## src/rtl/peripheral_bus_initiator_pkg.sv

```systemverilog
`default_nettype none
// ============================================================================
// Module      : peripheral_bus_initiator_pkg
// Description : Shared types and constants for the Wishbone-to-peripheral-bus
//               initiator: FSM state encoding, bus widths, device-ID field
//               position and the peripheral request bundle.
// Revision    : 1.0 - initial release
// ============================================================================
package peripheral_bus_initiator_pkg;

    localparam int c_WB_ADR_W   = 24;
    localparam int c_ADDR_W     = 16;
    localparam int c_DATA_W     = 32;
    localparam int c_SEL_W      = 4;
    localparam int c_DEV_ID_MSB = 15;
    localparam int c_DEV_ID_LSB = 12;

    typedef enum logic [1:0] {
        ST_IDLE    = 2'd0,
        ST_ACCESS  = 2'd1,
        ST_RESPOND = 2'd2
    } state_t;

    // Everything driven onto the peripheral bus during one access
    typedef struct packed {
        logic                en;
        logic                we;
        logic                oe;
        logic [c_SEL_W-1:0]  sel;
        logic [c_ADDR_W-1:0] addr;
        logic [c_DATA_W-1:0] wdata;
    } pbus_t;

    // Builds the peripheral-side bundle for a freshly accepted request
    function automatic pbus_t pbus_request(input logic                we,
                                           input logic [c_SEL_W-1:0]  sel,
                                           input logic [c_ADDR_W-1:0] addr,
                                           input logic [c_DATA_W-1:0] wdata);
        pbus_t p;
        p.en    = 1'b1;
        p.we    = we;
        p.oe    = ~we;
        p.sel   = sel;
        p.addr  = addr;
        p.wdata = wdata;
        return p;
    endfunction

    // Device-ID field of a peripheral address (upper nibble selects the device)
    function automatic logic [c_DEV_ID_MSB-c_DEV_ID_LSB:0] dev_id(input logic [c_ADDR_W-1:0] addr);
        return addr[c_DEV_ID_MSB:c_DEV_ID_LSB];
    endfunction

endpackage
`default_nettype wire

```

## src/rtl/peripheral_bus_initiator_if.sv

```systemverilog
`default_nettype none
// ============================================================================
// Module      : peripheral_bus_initiator_if
// Description : Wishbone slave-side and peripheral-bus signals of the
//               initiator. 'master' is the initiator's view, 'slave' is the
//               view of the environment (Wishbone host + peripherals).
// Revision    : 1.0 - initial release
// ============================================================================
interface peripheral_bus_initiator_if;
    import peripheral_bus_initiator_pkg::*;

    logic                  wb_cyc_i;
    logic                  wb_stb_i;
    logic                  wb_we_i;
    logic [c_SEL_W-1:0]    wb_sel_i;
    logic [c_WB_ADR_W-1:0] wb_adr_i;
    logic [c_DATA_W-1:0]   wb_data_i;
    logic                  wb_ack_o;
    logic                  wb_stall_o;
    logic                  wb_error_o;
    logic [c_DATA_W-1:0]   wb_data_o;

    logic                  peripheralEnable;
    logic [c_ADDR_W-1:0]   peripheralBus_address;
    logic [c_SEL_W-1:0]    peripheralBus_byteSelect;
    logic [c_DATA_W-1:0]   peripheralBus_dataWrite;
    logic                  peripheralBus_we;
    logic                  peripheralBus_oe;
    logic                  peripheralBus_busy;
    logic [c_DATA_W-1:0]   peripheralBus_dataRead;

    modport master (
        input  wb_cyc_i, wb_stb_i, wb_we_i, wb_sel_i, wb_adr_i, wb_data_i,
        output wb_ack_o, wb_stall_o, wb_error_o, wb_data_o,
        output peripheralEnable, peripheralBus_address, peripheralBus_byteSelect,
        output peripheralBus_dataWrite, peripheralBus_we, peripheralBus_oe,
        input  peripheralBus_busy, peripheralBus_dataRead
    );

    modport slave (
        output wb_cyc_i, wb_stb_i, wb_we_i, wb_sel_i, wb_adr_i, wb_data_i,
        input  wb_ack_o, wb_stall_o, wb_error_o, wb_data_o,
        input  peripheralEnable, peripheralBus_address, peripheralBus_byteSelect,
        input  peripheralBus_dataWrite, peripheralBus_we, peripheralBus_oe,
        output peripheralBus_busy, peripheralBus_dataRead
    );

endinterface
`default_nettype wire

```

## src/rtl/peripheral_bus_timeout.sv

```systemverilog
`default_nettype none
// ============================================================================
// Module      : peripheral_bus_timeout
// Description : Access-cycle counter for the initiator. Counts cycles while
//               'start' is high, returns to zero on 'clear', and flags
//               'expired' during the last permitted access cycle.
// Revision    : 1.0 - initial release
// ============================================================================
module peripheral_bus_timeout #(
    parameter int TIMEOUT_CYCLES = 255
) (
    input  logic clk,
    input  logic rst_n,
    input  logic start,
    input  logic clear,
    output logic expired
);

    localparam int c_CNT_W = (TIMEOUT_CYCLES > 1) ? $clog2(TIMEOUT_CYCLES) : 1;
    localparam int c_LAST  = (TIMEOUT_CYCLES > 1) ? TIMEOUT_CYCLES - 1 : 0;

    logic [c_CNT_W-1:0] r_count;

    // Count elapsed access cycles; saturate once the limit is reached
    always_ff @(posedge clk or negedge rst_n) begin
        if (!rst_n) begin
            r_count <= '0;
        end else if (clear) begin
            r_count <= '0;
        end else if (start && !expired) begin
            r_count <= r_count + 1'b1;
        end
    end

    assign expired = (r_count == c_CNT_W'(c_LAST));

endmodule
`default_nettype wire

```

## src/rtl/peripheral_bus_initiator.sv

```systemverilog
`default_nettype none
// ============================================================================
// Module      : peripheral_bus_initiator
// Description : Bridges single Wishbone transactions onto a simple
//               enable/we/oe peripheral bus. IDLE -> ACCESS (waits on busy)
//               -> RESPOND (one-cycle ack). All outputs registered.
//               Optional access timeout: define PERIPHERAL_BUS_TIMEOUT_EN.
// Revision    : 1.0 - initial release
// ============================================================================
module peripheral_bus_initiator
    import peripheral_bus_initiator_pkg::*;
#(
    parameter int TIMEOUT_CYCLES = 255
) (
    input  logic                        clk,
    input  logic                        rst_n,
    peripheral_bus_initiator_if.master  bus
);

    state_t              r_state;
    pbus_t               r_pbus;
    logic                r_ack;
    logic                r_stall;
    logic [c_DATA_W-1:0] r_rdata;

    // Only the low 16 address bits reach the peripheral bus
    logic w_unused_adr_hi;
    assign w_unused_adr_hi = ^bus.wb_adr_i[c_WB_ADR_W-1:c_ADDR_W];

`ifdef PERIPHERAL_BUS_TIMEOUT_EN
    logic r_err;
    logic r_timed_out;
    logic w_expired;

    // Counter runs only in ACCESS and is zero on every entry to it
    peripheral_bus_timeout #(
        .TIMEOUT_CYCLES (TIMEOUT_CYCLES)
    ) u_timeout (
        .clk     (clk),
        .rst_n   (rst_n),
        .start   (r_state == ST_ACCESS),
        .clear   (r_state != ST_ACCESS),
        .expired (w_expired)
    );
`else
    // Timeout limit is meaningless when the counter is not built
    logic w_unused_timeout;
    assign w_unused_timeout = (TIMEOUT_CYCLES != 0);
`endif

    // Transaction FSM with all bus-facing outputs registered
    always_ff @(posedge clk or negedge rst_n) begin
        if (!rst_n) begin
            r_state <= ST_IDLE;
            r_pbus  <= '0;
            r_ack   <= 1'b0;
            r_stall <= 1'b0;
            r_rdata <= '0;
`ifdef PERIPHERAL_BUS_TIMEOUT_EN
            r_err       <= 1'b0;
            r_timed_out <= 1'b0;
`endif
        end else begin
            r_ack <= 1'b0;
`ifdef PERIPHERAL_BUS_TIMEOUT_EN
            r_err <= 1'b0;
`endif
            case (r_state)
                ST_IDLE: begin
                    if (bus.wb_cyc_i && bus.wb_stb_i) begin
                        r_pbus  <= pbus_request(bus.wb_we_i, bus.wb_sel_i,
                                                bus.wb_adr_i[c_ADDR_W-1:0], bus.wb_data_i);
                        r_stall <= 1'b1;
                        r_state <= ST_ACCESS;
                    end
                end
                ST_ACCESS: begin
                    if (!bus.wb_cyc_i) begin
                        // Host abandoned the cycle: silent return to IDLE
                        r_pbus  <= '0;
                        r_stall <= 1'b0;
                        r_state <= ST_IDLE;
                    end else if (!bus.peripheralBus_busy) begin
                        if (!r_pbus.we) begin
                            r_rdata <= bus.peripheralBus_dataRead;
                        end
                        r_pbus  <= '0;
                        r_state <= ST_RESPOND;
`ifdef PERIPHERAL_BUS_TIMEOUT_EN
                        r_timed_out <= 1'b0;
                    end else if (w_expired) begin
                        r_pbus      <= '0;
                        r_timed_out <= 1'b1;
                        r_state     <= ST_RESPOND;
`endif
                    end
                end
                ST_RESPOND: begin
`ifdef PERIPHERAL_BUS_TIMEOUT_EN
                    if (r_timed_out) begin
                        r_err   <= 1'b1;
                        r_rdata <= '1;
                    end else begin
                        r_ack <= 1'b1;
                    end
                    r_timed_out <= 1'b0;
`else
                    r_ack <= 1'b1;
`endif
                    r_stall <= 1'b0;
                    r_state <= ST_IDLE;
                end
                default: begin
                    r_pbus  <= '0;
                    r_stall <= 1'b0;
                    r_state <= ST_IDLE;
                end
            endcase
        end
    end

    assign bus.wb_ack_o                 = r_ack;
    assign bus.wb_stall_o               = r_stall;
    assign bus.wb_data_o                = r_rdata;
    assign bus.peripheralEnable         = r_pbus.en;
    assign bus.peripheralBus_address    = r_pbus.addr;
    assign bus.peripheralBus_byteSelect = r_pbus.sel;
    assign bus.peripheralBus_dataWrite  = r_pbus.wdata;
    assign bus.peripheralBus_we         = r_pbus.we;
    assign bus.peripheralBus_oe         = r_pbus.oe;
`ifdef PERIPHERAL_BUS_TIMEOUT_EN
    assign bus.wb_error_o               = r_err;
`else
    assign bus.wb_error_o               = 1'b0;
`endif

endmodule
`default_nettype wire

```

## src/flat_wrapper.sv

```systemverilog
// flat-port wrapper written by rule: the top's interface ports become plain ports
module peripheral_bus_initiator_flat import peripheral_bus_initiator_pkg::*;
#(
    parameter int TIMEOUT_CYCLES = 255
)
  (clk, rst_n, bus_wb_cyc_i, bus_wb_stb_i, bus_wb_we_i, bus_wb_sel_i, bus_wb_adr_i, bus_wb_data_i, bus_wb_ack_o, bus_wb_stall_o, bus_wb_error_o, bus_wb_data_o, bus_peripheralEnable, bus_peripheralBus_address, bus_peripheralBus_byteSelect, bus_peripheralBus_dataWrite, bus_peripheralBus_we, bus_peripheralBus_oe, bus_peripheralBus_busy, bus_peripheralBus_dataRead);
  peripheral_bus_initiator_if bus_i ();
  input  logic clk;
  input  logic rst_n;
  input wire logic [$bits(bus_i.wb_cyc_i)-1:0] bus_wb_cyc_i;
  input wire logic [$bits(bus_i.wb_stb_i)-1:0] bus_wb_stb_i;
  input wire logic [$bits(bus_i.wb_we_i)-1:0] bus_wb_we_i;
  input wire logic [$bits(bus_i.wb_sel_i)-1:0] bus_wb_sel_i;
  input wire logic [$bits(bus_i.wb_adr_i)-1:0] bus_wb_adr_i;
  input wire logic [$bits(bus_i.wb_data_i)-1:0] bus_wb_data_i;
  output wire logic [$bits(bus_i.wb_ack_o)-1:0] bus_wb_ack_o;
  output wire logic [$bits(bus_i.wb_stall_o)-1:0] bus_wb_stall_o;
  output wire logic [$bits(bus_i.wb_error_o)-1:0] bus_wb_error_o;
  output wire logic [$bits(bus_i.wb_data_o)-1:0] bus_wb_data_o;
  output wire logic [$bits(bus_i.peripheralEnable)-1:0] bus_peripheralEnable;
  output wire logic [$bits(bus_i.peripheralBus_address)-1:0] bus_peripheralBus_address;
  output wire logic [$bits(bus_i.peripheralBus_byteSelect)-1:0] bus_peripheralBus_byteSelect;
  output wire logic [$bits(bus_i.peripheralBus_dataWrite)-1:0] bus_peripheralBus_dataWrite;
  output wire logic [$bits(bus_i.peripheralBus_we)-1:0] bus_peripheralBus_we;
  output wire logic [$bits(bus_i.peripheralBus_oe)-1:0] bus_peripheralBus_oe;
  input wire logic [$bits(bus_i.peripheralBus_busy)-1:0] bus_peripheralBus_busy;
  input wire logic [$bits(bus_i.peripheralBus_dataRead)-1:0] bus_peripheralBus_dataRead;
  assign bus_i.wb_cyc_i = bus_wb_cyc_i;
  assign bus_i.wb_stb_i = bus_wb_stb_i;
  assign bus_i.wb_we_i = bus_wb_we_i;
  assign bus_i.wb_sel_i = bus_wb_sel_i;
  assign bus_i.wb_adr_i = bus_wb_adr_i;
  assign bus_i.wb_data_i = bus_wb_data_i;
  assign bus_wb_ack_o = bus_i.wb_ack_o;
  assign bus_wb_stall_o = bus_i.wb_stall_o;
  assign bus_wb_error_o = bus_i.wb_error_o;
  assign bus_wb_data_o = bus_i.wb_data_o;
  assign bus_peripheralEnable = bus_i.peripheralEnable;
  assign bus_peripheralBus_address = bus_i.peripheralBus_address;
  assign bus_peripheralBus_byteSelect = bus_i.peripheralBus_byteSelect;
  assign bus_peripheralBus_dataWrite = bus_i.peripheralBus_dataWrite;
  assign bus_peripheralBus_we = bus_i.peripheralBus_we;
  assign bus_peripheralBus_oe = bus_i.peripheralBus_oe;
  assign bus_i.peripheralBus_busy = bus_peripheralBus_busy;
  assign bus_i.peripheralBus_dataRead = bus_peripheralBus_dataRead;
  peripheral_bus_initiator #(.TIMEOUT_CYCLES(TIMEOUT_CYCLES)) u_core (.clk(clk), .rst_n(rst_n), .bus(bus_i));
endmodule
```

## config.mk

```make
export PLATFORM = sky130hd
export DESIGN_NAME = peripheral_bus_initiator_flat
export DESIGN_NICKNAME = d
export VERILOG_FILES = /design/src/rtl/peripheral_bus_initiator_pkg.sv /design/src/rtl/peripheral_bus_initiator_if.sv /design/src/rtl/peripheral_bus_timeout.sv /design/src/rtl/peripheral_bus_initiator.sv /design/src/flat_wrapper.sv
export SDC_FILE = /design/constraint.sdc
export NUM_CORES = 1
export LEC_CHECK = 0
export BUFFER_PORTS_ARGS = -buffer_cell sky130_fd_sc_hd__buf_2
export CORE_UTILIZATION = 40
export CTS_CLUSTER_DIAMETER = 120
export DETAILED_ROUTE_END_ITERATION = 6
export PLACE_DENSITY_LB_ADDON = 0.3
export SETUP_SLACK_MARGIN = 0.05
export SYNTH_ARGS = -nofsm -noshare
export SYNTH_HDL_FRONTEND = slang
export SYNTH_SLANG_ARGS = --single-unit
```

## constraint.sdc

```tcl
create_clock -name clk -period 1.37 [get_ports clk]
set_input_delay 0 -clock clk [delete_from_list [all_inputs] [get_ports clk]]
set_output_delay 0 -clock clk [all_outputs]
set_load 0.005 [all_outputs]
```

# Yosys cells after proc, flatten, opt, wreduce, memory -nomap -nowiden
# Cells that the tools add are included.
[totals] reg_bits=91 latch_bits=0 ramBits=0 rom_bits=0 in_bits=98 out_inout_bits=90 wordCells=37 mem_count=0
[op_classes] add_sub_neg=0 mul=0 div_mod_pow=0 magnitude_cmp=0 n_eq_ne=5 shifts=0 n_mux=12 bitwise=4 reduce_logical=6
[ops] operator="55-bit two-way mux" count=3
[ops] operator="55-bit case mux with 3 select lines" count=1
[ops] operator="2-bit two-way mux" count=3
[ops] operator="1-bit NOT" count=4
[ops] operator="2-bit case mux with 2 select lines" count=1
[ops] operator="2-bit AND reduction" count=2
[ops] operator="4-bit AND reduction" count=1
[ops] operator="1-bit two-way mux" count=3
[ops] operator="3-bit != test, second input constant" count=1
[ops] operator="3-bit AND reduction" count=1
[ops] operator="2-bit by 1-bit == test with 1-bit output, second input constant" count=1
[ops] operator="2-bit == test, second input constant" count=1
[ops] operator="2-bit logical NOT" count=1
[ops] operator="2-bit by 1-bit != test with 1-bit output, second input constant" count=1
[ops] operator="2-bit != test, second input constant" count=1
[ops] operator="1-bit case mux with 2 select lines" count=1
[ops] operator="1-bit logical AND" count=1

# Depth between registers and ports, before layout
# Gate-level depths: netlist (run 1).
[depth] depth_word=3 depth_mapped=4 depth_no_buf=3

# Worst setup path after synthesis (run 1)
# No wires, ideal clock.
[synth_path] path_type="reg2reg" startpoint="register u_core.r_state[1]" endpoint="register u_core.r_rdata[10] (netlist: u_core.bus.wb_data_o[10])" setup_ps=125 arrival_ps=1346 setup_slack_ps=-101 stages_incl_launch_ff=5 n_path_buf=1 synth_period_minus_slack_ps=1471 path_cell_list="dfrtp_1 nand3b_2 nor3_4 buf_6 mux2_2"
[synth_between] elab_chain_cells=2
[synth_rtl] item="from (decl)" line_no="peripheral_bus_initiator.sv:20" source="state_t r_state;"
[synth_rtl] item="from (signal assigned)" line_no="peripheral_bus_initiator.sv:54" source="r_state <= ST_IDLE;"
[synth_rtl] item="from (signal assigned)" line_no="peripheral_bus_initiator.sv:74" source="r_state <= ST_ACCESS;"
[synth_rtl] item="from (signal assigned)" line_no="peripheral_bus_initiator.sv:82" source="r_state <= ST_IDLE;"
[synth_rtl] item="2-bit by 1-bit == test with 1-bit output" line_no="peripheral_bus_initiator.sv:68" source="case (r_state)"
[synth_rtl] item="4-bit AND reduction (no source line)"
[synth_rtl] item="to (signal assigned)" line_no="peripheral_bus_initiator.sv:85" source="r_rdata <= bus.peripheralBus_dataRead;"
[synth_rtl] item="to (decl)" line_no="peripheral_bus_initiator.sv:24" source="logic [c_DATA_W-1:0] r_rdata;"
# No other way between the ends.
# A chain may end at the register's enable or synchronous reset.

# Worst setup path after layout (run 1)
[layout_path] startpoint="register u_core.r_state[1]" endpoint="register u_core.r_pbus (netlist bit u_core.bus.peripheralBus_dataWrite[5])"
[layout_between] elab_chain_cells=3 elab_cells_between_ends=8 cone_classes="eq/ne: 4; mux: 1; bitwise: 1; reduce/logical: 2"
[layout_rtl] item="2-bit by 1-bit == test with 1-bit output (tied with other cells)" line_no="peripheral_bus_initiator.sv:68"
[layout_rtl] item="3-bit != test (no source line) (tied with other cells)"
[layout_rtl] item="3-bit AND reduction (no source line)"
[layout_rtl] item="to (signal assigned)" line_no="peripheral_bus_initiator.sv:71" source="r_pbus <= pbus_request(bus.wb_we_i, bus.wb_sel_i,"
[layout_rtl] item="to (decl)" line_no="peripheral_bus_initiator.sv:21" source="pbus_t r_pbus;"
# Several ways; a longest one is shown, not always the timed one.

==> results of run 1 <==
-- worst register-to-register path, cell delays in order, from the launching register on --
cell,delay [ns]
sky130_fd_sc_hd__dfrtp_1,0.40
sky130_fd_sc_hd__buf_6,0.12
sky130_fd_sc_hd__and3b_2,0.26
sky130_fd_sc_hd__o22ai_4,0.09
sky130_fd_sc_hd__buf_8,0.16
sky130_fd_sc_hd__buf_16,0.14
sky130_fd_sc_hd__a22o_1,0.22
-- worst paths after layout --
path | start | slack (ns) | cells past startpoint | endpoint
setup / recovery | u_core.r_state[1]$_DFFE_PN0P_ | -0.11 | 6 | u_core.bus.peripheralBus_dataWrite[5]$_DFFE_PN0P_
hold / removal | bus_wb_cyc_i | 0.03 | 3 | u_core.bus.wb_stall_o$_DFFE_PN0P_
setup reg to reg | u_core.r_state[1]$_DFFE_PN0P_ | -0.11 | 6 | u_core.bus.peripheralBus_dataWrite[5]$_DFFE_PN0P_
hold reg to reg | u_core.bus.peripheralBus_dataWrite[0]$_DFFE_PN0P_ | 0.51 | 1 | u_core.bus.peripheralBus_dataWrite[0]$_DFFE_PN0P_
max in group asynchronous | rst_n | 0.74 | 3 | u_core.r_state[0]$_DFFE_PN0P_
min in group asynchronous | rst_n | 0.21 | 3 | u_core.bus.wb_data_o[19]$_DFFE_PN0P_
-- report_power, final --
group	switching, mW	internal, mW	total [mW]
Sequential	0.305	3.21	3.51
Combinational	0.745	1.29	2.03
Clock	0.937	0.762	1.70
-- cell usage after synthesis (all sizes together) --
library cell	instances	area (um^2)
o22ai	1	20.02
and3b	1	8.760
buf	14	122.6
inv	2	7.510
conb	1	3.750
mux2	32	360.3
a21oi	2	10.01
nor3	1	16.27
o21ai	3	15.01
nand2b	2	12.51
nand3	1	5.000
nand2	2	7.510
nor2	2	10.01
nand3b	1	11.26
a22o	54	473.0
dfrtp	91	2277
and2b	1	7.510
-- logic make-up after synthesis --
group / after synthesis
flops: 91
compound gates: 60
mux: 32
buf+inv: 16
simple gates: 11
other cells: 1
-- routing by layer --
| layer | track usage (%) | vias to the layer above |
|---|---|---|
| met5 | 0 | - |
| met3 | 4.612 | 16 |
| met1 | 25.54 | 1426 |
| li1 | - | 1356 |
| met2 | 39.66 | 141 |
| met4 | 7.949 | 0 |
-- per-stage QoR --
step	hold WS [ns]	setup slack [ns]	total power, mW
2_1_floorplan	-0.2956	-0.09773	4.162
3_3_place_gp	0.07922	-0.06859	4.949
3_5_place_dp	0.08220	-0.09787	5.008
4_1_cts	0.01382	-0.09460	7.048
5_1_grt	0.04314	-0.1681	7.627
6_report	0.03420	-0.1110	7.245
-- final cells by class --
| cell class | count | area share, % |
|---|---|---|
| clock buffer | 11 | 2.588 |
| clock inverter | 5 | 0.6416 |
| inverter | 2 | 0.1283 |
| multi-input combinational | 104 | 18.86 |
| sequential | 91 | 38.94 |
| tap | 105 | 2.246 |
| timing repair buffer | 288 | 36.59 |
-- registers in the layout (all words and copies together), names as in the netlist --
name                                 cells
u_core.bus.peripheralEnable              1
u_core.bus.peripheralBus_byteSelect      4
u_core.bus.wb_stall_o                    1
u_core.bus.peripheralBus_address        16
u_core.bus.peripheralBus_we              1
u_core.bus.wb_ack_o                      1
u_core.bus.peripheralBus_oe              1
u_core.bus.peripheralBus_dataWrite      32
u_core.r_state                           2
u_core.bus.wb_data_o                    32
-- repair_timing --
item / in CTS / in global routing
pin swaps: 25 / 2
hold endpoints to repair: 180 / 1
setup endpoints to repair: 86 / 86
hold buffers: 90 / 1
buffers inserted: 6 / 1
gates resized for setup: 18 / 29
gates cloned: 4 / 2
==> impl_metrics.json, run 1 <==
{
  "run_status": "finished, violations left",
  "violations": "setup timing",
  "crit_path_max_fanout": 8,
  "floorplan.io_pins": 188,
  "post_synth.cell_area_avg_um2": 15.96,
  "ys_seq_area_share_pct": 67.61,
  "detail_route_met3_wl_um": 645,
  "clk_transition_reported_paths_ns": 0.10,
  "proportion_of_synthesized_area_in_mux_cells_pct": 10.70,
  "insertion_delay_ns": 0.35,
  "grt_max_degree": 92,
  "drive_gt1_share_pct": 50.30,
  "finish.utilization_pct": 71.56,
  "fin_ws_ns": -0.1110,
  "syn_area_um2": 3368,
  "end_kind": "flop",
  "grt_pass1_wl_mm": 14.59,
  "global_route.usage.total_pct": 21.97,
  "regArea_um2": 2278,
  "fraction_of_the_mapped_netlist_area_in_compound_gates_pct": 15.38,
  "multi_input_area_um2": 1104,
  "post_synth_and_or_nand_nor_area_fraction_pct": 2.340,
  "fin_worst_skew_ns": 0.009420,
  "initial_utilization_pct": 41.20,
  "hold_violations": 0,
  "clock_sink_count": 91,
  "finalSetupViolCount": 86,
  "power_leakage_nw": 3.055,
  "row_count": 33,
  "synth_top_family_by_area": "compound AO/OA/AOI/OAI gates",
  "worst_setup_path_start_kind": "flop",
  "dpl-instance-area_um2": 4420,
  "n_antenna_cell": 0,
  "wirelength_mm": 10.42,
  "routabilityCongestion": 0.6946,
  "maxClockFrequency_mhz": 675.2,
  "final-instance-count-excl-fill": 606,
  "die_h_um": 93.77,
  "mostFrequentLayoutCells": "177 x sky130_fd_sc_hd__buf_2, 90 x sky130_fd_sc_hd__dlygate4sd3_1, 90 x sky130_fd_sc_hd__dfrtp_1",
  "critPathMaxStageDelay_ns": 0.40,
  "drt-initial-drc-count": 90,
  "floorplan.core_area_um2": 8175,
  "unrepaired_setup_endpoints_after_global_routing": "true",
  "nFillCells": 581,
  "cts_inserted_buffers": 9,
  "floorplan.die_area_um2": 8792,
  "routedLengthMet1_mm": 4.079,
  "route.detailed.vias_per_inst": 4.850,
  "hold_class": "in -> reg",
  "drt_pre_antenna_iters": 4,
  "max_root_sink_buffers": 2,
  "critical_path_required_ns": 1.62,
  "syn_nets": 309,
  "dieWidth_um": 93.77,
  "cells_after_synth": 211,
  "fin_tns_setup_ns": -4.513,
  "post_synth_num_cell_types": 21,
  "area_growth_syn_to_layout_pct": 73.70,
  "final_nets": 594,
  "synth_xor_area_share_pct": 0,
  "place_inst": 488,
  "p_per_area_nw_per_um2": 1238,
  "first_global_vias": 3030,
  "ant_nets": 0,
  "path_buf_inv": 3,
  "dr_total_vias": 2939,
  "max_capacitance_violation_count": 0,
  "synth_fa_ha_area_share_pct": 0,
  "drc": 0,
  "maxUsedRoutingLayer": "met4",
  "clock_tree_from_tritoncts": "done",
  "synth-seq-cells": 91,
  "path_cells": "buf_6, and3b_2, o22ai_4, buf_8, buf_16, a22o_1",
  "routedWlPerCell_um": 17.19,
  "residual_overflow_from_global_routing": 0,
  "met2_length_mm": 5.518,
  "yosys_warnings": 0,
  "fin_crit_sh_pct": 108.1,
  "clock-root-buffer": "sky130_fd_sc_hd__clkbuf_8",
  "postLayoutCellArea_um2": 5851,
  "ir_drop_mv": 0.5394,
  "period_needed_ns": 1.481,
  "slew_violations": 0,
  "buffers_on_ports": 178,
  "dp.final_hpwl_mm": 5.022,
  "htreeDepth": 3,
  "most_frequent_standard_cell_in_the_layout_excluding_fill_and_tap_cells": "sky130_fd_sc_hd__buf_2",
  "critPathTopFamily": "buffers and inverters",
  "critical_path.slowest_cell": "sky130_fd_sc_hd__dfrtp_1",
  "cp.arrival_ns": 1.73,
  "grt_antenna_before_repair": 0,
  "worst-setup-path-type": "reg -> reg"
}
No activity file was read; power rests on OpenSTA's default activity.
==> run 2, diff against run 1 <==
--- a/config.mk
+++ b/config.mk
@@ -5,9 +5,11 @@
 export SDC_FILE = /design/constraint.sdc
 export NUM_CORES = 1
 export LEC_CHECK = 0
+export ABC_AREA = 1
 export BUFFER_PORTS_ARGS = -buffer_cell sky130_fd_sc_hd__buf_2
 export CORE_UTILIZATION = 40
 export CTS_CLUSTER_DIAMETER = 120
+export CTS_CLUSTER_SIZE = 14
 export DETAILED_ROUTE_END_ITERATION = 6
 export PLACE_DENSITY_LB_ADDON = 0.3
 export SETUP_SLACK_MARGIN = 0.05
==> run 2 against run 1 <==
The flow now finishes without violations. Critical path type unchanged. Synthesized area rose by 6.8%. Flip-flop and latch count unchanged. Clock-buffer cell count is 1 lower. Clock power is essentially flat.
==> impl_metrics.json, run 2 <==
{
  "fin_crit_sh_pct": 89.89,
  "synth-seq-cells": 91,
  "critical_path.reg2reg.startpoint": "u_core.r_state[1]$_DFFE_PN0P_",
  "max_root_sink_buffers": 2,
  "finish.utilization_pct": 66.74,
  "residual_overflow_from_global_routing": 0,
  "synthMostInstantiatedCell": "sky130_fd_sc_hd__nand2_1",
  "synthFlopType": "sky130_fd_sc_hd__dfrtp_1",
  "end_kind": "flop",
  "synth_top_area_share_pct": 63.28,
  "finalHoldWorstSlack_ns": 0.09010,
  "clock-root-buffer": "sky130_fd_sc_hd__clkbuf_8",
  "ir_drop_mv": 0.6716,
  "fin_worst_skew_ns": 0.009498,
  "floorplan.io_pins": 188,
  "worstHoldEndpoint": "u_core.r_state[1]$_DFFE_PN0P_",
  "cts_inserted_buffers": 9,
  "dr_total_vias": 3621,
  "routedWlPerCell_um": 13.28,
  "drt-initial-drc-count": 158,
  "global_route.usage.total_pct": 21.93,
  "fin_tns_setup_ns": 0,
  "worst_hold_path_cells": 5,
  "wirelength_mm": 10.36,
  "drt_pre_antenna_iters": 4,
  "number_of_flops_mapped_to_enable_cells_by_yosys": 0,
  "critical_path_required_ns": 1.65,
  "n_antenna_cell": 0,
  "first_global_vias": 3584,
  "hold_class": "in -> reg",
  "dpl-instance-area_um2": 4662,
  "final_nets": 766,
  "dp.final_hpwl_mm": 5.905,
  "final-instance-count-excl-fill": 780,
  "die_h_um": 96.85,
  "cp.arrival_ns": 1.51,
  "syn_nets": 494,
  "nFillCells": 646,
  "drive_gt1_share_pct": 32.59,
  "power_leakage_nw": 3.372,
  "place_ws_ns": 0.07133,
  "htreeDepth": 3,
  "initial_utilization_pct": 41.26,
  "synth.area.top_cells": "sky130_fd_sc_hd__dfrtp_1 63%, sky130_fd_sc_hd__nand2_1 16%, sky130_fd_sc_hd__nand3_1 7.4%",
  "total_power_mw": 7.049,
  "worstRegToRegCells": 6,
  "floorplan.core_area_um2": 8721,
  "routabilityCongestion": 0.7533,
  "insertion_delay_ns": 0.34,
  "place_inst": 671,
  "post_synth.cell_area_avg_um2": 9.087,
  "yosysTopAreaCell": "sky130_fd_sc_hd__dfrtp_1",
  "worst_r2r_endpoint": "u_core.bus.peripheralBus_dataWrite[19]$_DFFE_PN0P_",
  "synth_commonest_cells": "152 x sky130_fd_sc_hd__nand2_1, 91 x sky130_fd_sc_hd__dfrtp_1, 53 x sky130_fd_sc_hd__nand3_1",
  "grt_antenna_before_repair": 0,
  "r2r_setup_slack_ns": 0.14,
  "ant_nets": 0,
  "grt_pass1_wl_mm": 16.66,
  "floorplan.die_area_um2": 9379,
  "cells_after_synth": 396,
  "clock_tree_from_tritoncts": "done",
  "buffers_on_ports": 178,
  "clock_sink_count": 91,
  "drc": 0,
  "grt_max_degree": 65,
  "post_synth_num_cell_types": 18,
  "syn_area_um2": 3598,
  "fin_ws_ns": 0.1385,
  "mostFrequentLayoutCells": "177 x sky130_fd_sc_hd__buf_2, 151 x sky130_fd_sc_hd__nand2_1, 90 x sky130_fd_sc_hd__dfrtp_1",
  "async_flop_share_pct": 100.0,
  "dieWidth_um": 96.85,
  "hold_path_startpoint": "bus_wb_stb_i",
  "row_count": 34,
  "maxClockFrequency_mhz": 812.0,
  "period_needed_ns": 1.231,
  "postLayoutCellArea_um2": 5821,
  "crit_path_max_fanout": 10,
  "clk_transition_reported_paths_ns": 0.08,
  "route.detailed.vias_per_inst": 4.642,
  "unrepaired_setup_endpoints_after_global_routing": "true",
  "worst_setup_path_start_kind": "flop",
  "most_frequent_standard_cell_in_the_layout_excluding_fill_and_tap_cells": "sky130_fd_sc_hd__buf_2",
  "multi_input_area_um2": 1075,
  "p_per_area_nw_per_um2": 1211,
  "regArea_um2": 2278,
  "run_status": "completed",
  "worst-setup-path-type": "reg -> reg",
  "ys_seq_area_share_pct": 63.28,
  "yosys_warnings": 0,
  "hold_violations": 0,
  "max_capacitance_violation_count": 0,
  "area_growth_syn_to_layout_pct": 61.75,
  "slew_violations": 0,
  "finalSetupViolCount": 0
}
## run 2: changes by cell type after synthesis, sizes merged, moves of 2 or more
| cell | delta |
|---|---|
| a21oi | -2 |
| a22o | -54 |
| buf | -4 |
| clkbuf | +12 |
| inv | +35 |
| mux2 | -32 |
| nand2 | +151 |
| nand2b | -2 |
| nand3 | +54 |
| o21ai | +29 |
## run 2: worst max-delay path, cell delays in order (launching register included)
cell                        delay (ns)
sky130_fd_sc_hd__dfrtp_2          0.45
sky130_fd_sc_hd__nor2_4           0.17
sky130_fd_sc_hd__nand2_2          0.09
sky130_fd_sc_hd__nand3_4          0.16
sky130_fd_sc_hd__clkbuf_16        0.19
sky130_fd_sc_hd__nand2_1          0.05
sky130_fd_sc_hd__nand2_1          0.06
## run 2: timing repair
item / CTS / global route
setup buffers: 0 / 3
hold endpoints to repair: 178 / 0
endpoints found under the setup margin: 0 / 68
hold buffers: 88 / 0
resized for setup: 0 / 5
## run 2: logic make-up (layout without fill, tap and decap cells)
logic type	Yosys count	in the layout	synth area share [%]
flip-flops	91	91	63.28
other	1	1	0.1042
AND/OR/NAND/NOR	213	213	25.24
buffers and inverters	59	335	6.919
AO/OA/AOI/OAI	32	32	4.451
## run 2: area by class of cell
cell class	count	share of cell area, %
Sequential cell	91	39.14
Timing Repair Buffer	283	34.54
Multi-Input combinational cell	246	18.47
Inverter	37	2.386
Tap cell	108	2.322
Clock buffer	10	2.193
Clock inverter	5	0.9458
## run 2: how the worst max path moves through the flow
stage	start	endpoint	slack, ns	depth (start not counted)
global route	u_core.r_state[0]$_DFFE_PN0P_	u_core.bus.peripheralBus_dataWrite[19]$_DFFE_PN0P_	0.05	7
global placement	u_core.r_state[1]$_DFFE_PN0P_	u_core.bus.peripheralBus_dataWrite[16]$_DFFE_PN0P_	0.12	6
floorplan	u_core.r_state[1]$_DFFE_PN0P_	u_core.bus.peripheralBus_we$_DFFE_PN0P_	0.20	6
finish	u_core.r_state[1]$_DFFE_PN0P_	u_core.bus.peripheralBus_dataWrite[19]$_DFFE_PN0P_	0.14	6
CTS	u_core.r_state[1]$_DFFE_PN0P_	u_core.bus.peripheralBus_address[10]$_DFFE_PN0P_	0.06	6
detailed placement	u_core.r_state[1]$_DFFE_PN0P_	u_core.bus.peripheralBus_address[10]$_DFFE_PN0P_	0.07	6
## run 2: routing by layer
| metal | global-route usage, % | part of all wire (%) | vias up |
|---|---|---|---|
| met5 | 0 | 0 | - |
| met4 | 9.414 | 2.5 | 0 |
| met3 | 5.708 | 8.4 | 24 |
| met2 | 35.54 | 47 | 170 |
| met1 | 27.82 | 42 | 1652 |
| li1 | - | - | 1775 |
## run 2: report_power, final
part	internal, mW	switching, mW	total [mW]
clock	0.828	0.900	1.73
sequential	3.21	0.279	3.49
combinational	0.952	0.881	1.83
